==> config.mk <==
export PLATFORM = sky130hd
export DESIGN_NAME = sseg_scan_ctrl_amisha
export DESIGN_NICKNAME = d
export VERILOG_FILES = /design/src/rtl/sseg_scan_ctrl_amisha_pkg.sv /design/src/rtl/sseg_scan_ctrl_amisha_timer.sv /design/src/rtl/sseg_scan_ctrl_amisha.sv
export SDC_FILE = /design/constraint.sdc
export NUM_CORES = 1
export LEC_CHECK = 0
export BUFFER_PORTS_ARGS = -buffer_cell sky130_fd_sc_hd__buf_2
export CAP_MARGIN = 20
export CORE_MARGIN = 2
export CORE_UTILIZATION = 55
export CTS_CLUSTER_DIAMETER = 150
export DETAILED_ROUTE_END_ITERATION = 12
export HOLD_SLACK_MARGIN = 0.06
export MAX_ROUTING_LAYER = met4
export PLACE_DENSITY = 0.76
export SLEW_MARGIN = 20
export SYNTH_ARGS = -nofsm -noshare
export SYNTH_HDL_FRONTEND = slang
export SYNTH_SLANG_ARGS = --single-unit
==> constraint.sdc <==
create_clock -name clk_amisha -period 3.23 [get_ports clk_amisha]
set_clock_uncertainty 0.2 [all_clocks]
set_input_delay 0.1615 -clock clk_amisha [delete_from_list [all_inputs] [get_ports clk_amisha]]
set_output_delay 0.1615 -clock clk_amisha [all_outputs]
set_load 0.01 [all_outputs]
==> src/rtl/sseg_scan_ctrl_amisha_pkg.sv <==
// Shared constants and helpers for the seven-segment scan controller.
package sseg_pkg_amisha;

  // Hex glyphs, active-high, bit order g,f,e,d,c,b,a. Index 15 is listed first.
  // Letters b and d use their lowercase forms.
  localparam logic [15:0][6:0] SEG_GLYPH = {
    7'h71, 7'h79, 7'h5E, 7'h39, 7'h7C, 7'h77, 7'h6F, 7'h7F,
    7'h07, 7'h7D, 7'h6D, 7'h66, 7'h4F, 7'h5B, 7'h06, 7'h3F
  };

  // Convert an active-high pin pattern to the board's pin polarity.
  function automatic logic [7:0] apply_pol(input logic [7:0] value, input bit active_low);
    return active_low ? ~value : value;
  endfunction

  // Width of a digit index; never narrower than one bit.
  function automatic int idx_width(input int num_digits);
    return (num_digits > 1) ? $clog2(num_digits) : 1;
  endfunction

endpackage

==> src/rtl/sseg_scan_ctrl_amisha_timer.sv <==
// Slot timer: slot counter, scanned digit index, free-running PWM counter,
// dead-time flag and the one-cycle pulse that marks the scan returning to digit 0.
module sseg_slot_timer_amisha
  import sseg_pkg_amisha::*;
#(
  parameter int NUM_DIGITS  = 4,
  parameter int SLOT_CYCLES = 50000,
  parameter int DEAD_CYCLES = 16,
  parameter int PWM_BITS    = 4,
  localparam int IDX_W      = idx_width(NUM_DIGITS),
  localparam int CNT_W      = $clog2(SLOT_CYCLES)
) (
  input  logic                clk,
  input  logic                rst_n,
  output logic [IDX_W-1:0]    digit_idx,
  output logic [PWM_BITS-1:0] pwm_cnt,
  output logic                dead,
  output logic                wrap,
  output logic                frame
);

  logic [CNT_W-1:0] slot_cnt;
  logic             slot_last;
  logic             idx_last;

  assign slot_last = (slot_cnt == CNT_W'(SLOT_CYCLES - 1));
  assign idx_last  = (digit_idx == IDX_W'(NUM_DIGITS - 1));
  // The clock edge that ends the last digit's slot moves the scan back to digit 0.
  assign wrap      = slot_last && idx_last;
  assign dead      = (slot_cnt < CNT_W'(DEAD_CYCLES));

  // Advance slot/PWM counters, step the digit at slot end, flag the frame start.
  always_ff @(posedge clk or negedge rst_n) begin
    if (!rst_n) begin
      slot_cnt  <= '0;
      digit_idx <= '0;
      pwm_cnt   <= '0;
      frame     <= 1'b0;
    end else begin
      pwm_cnt <= pwm_cnt + 1'b1;
      frame   <= wrap;
      if (slot_last) begin
        slot_cnt  <= '0;
        digit_idx <= idx_last ? '0 : digit_idx + 1'b1;
      end else begin
        slot_cnt <= slot_cnt + 1'b1;
      end
    end
  end

endmodule

==> src/rtl/sseg_scan_ctrl_amisha.sv <==
// N-digit seven-segment scan controller: tear-free shadow load, leading-zero
// suppression, digit multiplexing with PWM dimming and anode dead time.
// Reset release is expected to be synchronised to clk_amisha upstream.
//
// load_amisha is a single-cycle strobe with no back-pressure: every cycle it is
// high, hex/dp/blank/lz_en are captured into the pending register (last wins).
// Pending is copied to the active register only at the edge that wraps the scan
// to digit 0, so a displayed frame never mixes two loads.
module sseg_scan_ctrl_amisha
  import sseg_pkg_amisha::*;
#(
  parameter int NUM_DIGITS  = 4,
  parameter int SLOT_CYCLES = 50000,
  parameter int DEAD_CYCLES = 16,
  parameter int PWM_BITS    = 4,
  parameter bit ACTIVE_LOW  = 1'b1,
  localparam int IDX_W      = idx_width(NUM_DIGITS)
) (
  input  logic                    clk_amisha,
  input  logic                    reset_amisha,
  input  logic [4*NUM_DIGITS-1:0] hex_amisha,
  input  logic [NUM_DIGITS-1:0]   dp_amisha,
  input  logic [NUM_DIGITS-1:0]   blank_amisha,
  input  logic                    lz_en_amisha,
  input  logic [PWM_BITS-1:0]     bright_amisha,
  input  logic                    load_amisha,
  output logic [NUM_DIGITS-1:0]   an_amisha,
  output logic [7:0]              sseg_amisha,
  output logic [IDX_W-1:0]        digit_idx_amisha,
  output logic                    frame_amisha
);

  localparam logic [NUM_DIGITS-1:0] AN_OFF  = {NUM_DIGITS{ACTIVE_LOW}};
  localparam logic [7:0]            SEG_OFF = {8{ACTIVE_LOW}};

  logic [IDX_W-1:0]    digit_idx;
  logic [PWM_BITS-1:0] pwm_cnt;
  logic                dead;
  logic                wrap;

  sseg_slot_timer_amisha #(
    .NUM_DIGITS  (NUM_DIGITS),
    .SLOT_CYCLES (SLOT_CYCLES),
    .DEAD_CYCLES (DEAD_CYCLES),
    .PWM_BITS    (PWM_BITS)
  ) u_timer (
    .clk       (clk_amisha),
    .rst_n     (reset_amisha),
    .digit_idx (digit_idx),
    .pwm_cnt   (pwm_cnt),
    .dead      (dead),
    .wrap      (wrap),
    .frame     (frame_amisha)
  );

  assign digit_idx_amisha = digit_idx;

  logic [4*NUM_DIGITS-1:0] pend_hex, act_hex;
  logic [NUM_DIGITS-1:0]   pend_dp, act_dp;
  logic [NUM_DIGITS-1:0]   pend_blank, act_blank;
  logic                    pend_lz, act_lz;

  // Shadow registers: capture on load, promote to active at the scan wrap.
  always_ff @(posedge clk_amisha or negedge reset_amisha) begin
    if (!reset_amisha) begin
      pend_hex   <= '0;
      pend_dp    <= '0;
      pend_blank <= '0;
      pend_lz    <= 1'b0;
      act_hex    <= '0;
      act_dp     <= '0;
      act_blank  <= '0;
      act_lz     <= 1'b0;
    end else begin
      if (load_amisha) begin
        pend_hex   <= hex_amisha;
        pend_dp    <= dp_amisha;
        pend_blank <= blank_amisha;
        pend_lz    <= lz_en_amisha;
      end
      if (wrap) begin
        act_hex   <= pend_hex;
        act_dp    <= pend_dp;
        act_blank <= pend_blank;
        act_lz    <= pend_lz;
      end
    end
  end

  logic [NUM_DIGITS-1:0] dark;

  // Dark mask: blanked digits plus leading zeros scanning down from the top
  // digit; digit 0 is never suppressed so an all-zero value still shows "0".
  always_comb begin
    logic still_zero;
    still_zero = act_lz;
    dark       = act_blank;
    for (int k = NUM_DIGITS - 1; k >= 1; k--) begin
      still_zero = still_zero && (act_hex[4*k +: 4] == 4'h0);
      if (still_zero) dark[k] = 1'b1;
    end
  end

  logic [3:0] cur_nib;
  logic       cur_dp;
  logic       cur_dark;

  // Select the nibble, decimal point and dark flag of the digit being scanned.
  always_comb begin
    cur_nib  = 4'h0;
    cur_dp   = 1'b0;
    cur_dark = 1'b1;
    for (int k = 0; k < NUM_DIGITS; k++) begin
      if (digit_idx == IDX_W'(k)) begin
        cur_nib  = act_hex[4*k +: 4];
        cur_dp   = act_dp[k];
        cur_dark = dark[k];
      end
    end
  end

  logic                  pwm_on;
  logic                  anode_on;
  logic [NUM_DIGITS-1:0] an_raw;
  logic [7:0]            seg_raw;

  assign pwm_on   = (bright_amisha == '1) || (pwm_cnt < bright_amisha);
  assign anode_on = !dead && pwm_on && !cur_dark;

  // One-hot anode for the scanned digit (or none) and its active-high glyph.
  always_comb begin
    an_raw = '0;
    if (anode_on) an_raw[digit_idx] = 1'b1;
    seg_raw = cur_dark ? 8'h00 : {cur_dp, SEG_GLYPH[cur_nib]};
  end

  // Output registers in board polarity; a dark digit leaves both buses inactive.
  always_ff @(posedge clk_amisha or negedge reset_amisha) begin
    if (!reset_amisha) begin
      an_amisha   <= AN_OFF;
      sseg_amisha <= SEG_OFF;
    end else begin
      an_amisha   <= an_raw ^ AN_OFF;
      sseg_amisha <= apply_pol(seg_raw, ACTIVE_LOW);
    end
  end

endmodule
==> impl_results.md <==
- Synth Instances: 306
- CTS root buf: clkbuf_8
- Core Area: 6830 um2
- H-tree levels: 3
- Syn_nets: 353
- Die area: 7820 um2
- Commonest cells in the netlist: dfrtp_1 (73), mux2_2 (30), mux2_4 (20)
- Initial Util: 57.4%
- Largest net degree at the start of global routing: 86
- First-pass iteration count of the detailed router: 4
- Synth Warn #: 0
- Post-Route WL: 7320 um
- Post-synth EDFFs: 0
- Slew HR: 51.6%
- Layout Nets: 428
- Clock Sinks: 85
- Routed WL per cell: 15.2 um
- Sw Share: 22.8%
- Seq/Total Area, Yosys: 54.6%
- Vias: 2,570
- RSZ-0062 raised after global routing: no
- Synth async-reset ratio: 100%
- Non-Filler Instances: 482
- Die X-Extent: 88.4 um
- Total Routing Usage GR: 21.4%
- Hold Path Class: input port to flop
- Critical Path Max Stage Delay: 420 ps
- Placed Cells: 440
- Gr ovfl total: 0
- Tightest Pin Transition: 725 ps
- Fin area: 4700 um2
- Distinct cells, synth: 44
- CP Capture Type: flop
- Status: completed
- Worst Hold Slack: 123 ps
- Worst-path fanout max: 6
- Yosys reg bits: 85
- Max Cap Violations: 0
- Fmax: 373 MHz
- Top-count cell post-synth: dfrtp_1
- CTS tree: done
- I/O pins: 47
- Endpoint, Worst Hold: an_amisha[3]
- Critical path startpoint category: flop
- Post-CTS Setup Repair Bufs: 0
- Post-Place Worst Slack: 580 ps
- Hold Crit Depth: 5
- Clk_lat worst skew: 350 ps
- Crit-path slowest cell: dfrtp_1
- Critical setup path kind: flop to flop
- Hold Crit Start: bright_amisha[2]
- Placed cell areas: 4240 um2
- CP Data Arrival Time: 2720 ps
- Mapped Area: 3920 um2
- R2r setup slk: 550 ps
- CP Cell Sequence: inv_1 > ha_1 > nor2b_1 > a221oi_1 > a221oi_1 > buf_4 > inv_1 > ha_1 > o311ai_0
- Terminus of the critical flop-to-flop path: sseg_amisha[2]
- Lkg Pwr: 2.31 nW
- Clk pwr share: 37.9%
- Synth Flop Type: dfrtp_1
- Seq pwr share: 56.5%
- Vias in the first global route: 2,679
- P_int: 0.00152 W
- Worst-path clk slew: 80 ps
- Period Utilization, post-route: 82.9%
- Slew Viols, Final: 0
- Diode count: 0
- DIE HEIGHT: 88.4 um
- Leading area contributor after synthesis: dfrtp_1
- Antenna Nets Post-Route: 0
- Hold Fails Final Rpt: 0
- GPL Wtd Cong: 0.855
- DR vias/cell: 5.33
- DRC: 0
- Peak VDD IR: 0.000312 V
- Minimum clock period: 2680 ps
- CP bufs+invs: 3
- Mean Syn Cell Area: 12.8 um2
- Hold buffer count at CTS: 26
- Initial antenna violation count: 0
- Post-detailed-placement half-perimeter wirelength: 4930 um
- Synthesis-to-finish area growth: 19.8%
- Final worst slack: 552 ps
- Setup violators final: 0
- Crit path max-delay family: compound AO/OA/AOI/OAI gates
- CTS Buf Count: 9
- Combinational power share: 5.6%
- PD cells: 419 nW/um2
- Row count: 30
- CP required: 3280 ps
- Gates resized, CTS repair: 0
- Reg-to-reg startpoint: u_timer.digit_idx[0]
- Worst reg-to-reg path cell count: 9
- IO Port Bufs: 46
- Total negative slack: 0 ps
- Switch Pwr: 0.000448 W
- Layout cells sized above 1: 33.7%
- Iteration-0 DRC Markers: 156
- Yosys top cell area share: 46.6%
- Synth area leaders: dfrtp_1 (47%), mux2_2 (8.6%), dfstp_2 (8.0%), mux2_4 (7.7%), ha_1 (4.8%)
- First-pass GRT wire length: 12,400 um
- Max clock buf depth: 2
registers in the layout, summed over array words and instances (netlist names):
signal	cells
act_blank	4
an_amisha	4
pend_dp	4
u_timer.digit_idx	2
pend_hex	16
u_timer.frame	1
pend_lz	1
u_timer.pwm_cnt	4
u_timer.slot_cnt	16
act_lz	1
act_dp	4
act_hex	16
pend_blank	4
sseg_amisha	8
how the worst max path moves through the flow:
| stage | startpoint | endpoint | slack [ps] | depth (start not counted) |
|---|---|---|---|---|
| after floorplan | u_timer.digit_idx[1] | sseg_amisha[2] | 410 | 9 |
| after global placement | u_timer.digit_idx[0] | sseg_amisha[2] | 690 | 9 |
| after detailed placement | u_timer.digit_idx[0] | sseg_amisha[2] | 580 | 9 |
| after CTS | u_timer.digit_idx[0] | sseg_amisha[2] | 550 | 9 |
| after global routing | u_timer.digit_idx[0] | sseg_amisha[2] | 290 | 9 |
| final | u_timer.digit_idx[0] | sseg_amisha[2] | 550 | 9 |
metal layers:
| layer | up-vias | GRT usage [%] | wire length (um) |
|---|---|---|---|
| li1 | 1247 | - | - |
| met1 | 1241 | 29.1 | 3590 |
| met2 | 70 | 32.5 | 3350 |
| met3 | 12 | 3.73 | 243 |
| met4 | 0 | 8.26 | 131 |
| met5 | - | - | 0 |
cells by family after synthesis:
kind of cell	Yosys count	synth area share, %
DFF	85	54.6
and+or+nand+nor	83	11.3
muxes	52	16.8
AOI/OAI and AO/OA	33	6.35
buffers and inverters	22	2.55
xor gates and xnor gates	16	3.57
adders and majority gates	15	4.79
cell usage in the layout (no fill, tap or decap), drive strengths merged, types with 2 or more instances in the layout:
master,netlist,routed
nor3b,2,2
o22ai,2,2
clkinv,0,2
clkinvlp,0,2
a21oi,2,2
nor2,19,19
mux2,50,50
a21o,2,2
o31ai,3,3
buf,5,49
a211oi,2,2
dfrtp,73,73
a221oi,6,6
nor4,4,4
a21boi,2,2
ha,15,15
o211ai,6,6
inv,11,13
nand2b,2,2
clkbuf,6,9
dfstp,12,12
nor3,5,5
or4,3,3
nand3,12,12
and3,4,4
xnor2,6,6
o21ai,4,4
or2,3,3
nand2,15,15
mux2i,2,2
nand4,7,7
nor2b,4,4
xor2,10,10
dlygate4sd3,0,26
worst reg2reg max path, cell delays in order, from the launching register on:
cell	delay [ps]
dfrtp_1	420
inv_1	130
ha_1	200
nor2b_1	400
a221oi_1	140
a221oi_1	230
buf_4	190
inv_1	80
ha_1	260
o311ai_0	340
stage by stage:
step | total power (W) | utilization (%)
6_report | 0.00197 | 68.8
5_1_grt | 0.00204 | 68.8
4_1_cts | 0.00199 | 68.7
3_5_place_dp | 0.00122 | 62.0
3_3_place_gp | 0.00122 | 62.0
2_1_floorplan | 0.00117 | -
layout make-up:
class                      instances  area (um2)
clock buffer                       9         124
clock inverter                     7        72.6
fill                             523        2130
inverter                          11        41.3
multi-input combinational        199        1680
sequential                        85        2140
tap                               96         120
timing repair buffer              75         519
power by group through the flow:
stage	combinational [W]	sequential, W	clock [W]
final	0.000110	0.00111	0.000746
after floorplan	0.0000420	0.00113	0
after global placement	0.0000829	0.00113	0
after global routing	0.000123	0.00112	0.000802
after detailed placement	0.0000866	0.00113	0
after CTS	0.000111	0.00111	0.000762
No activity file was read; power rests on OpenSTA's default activity.
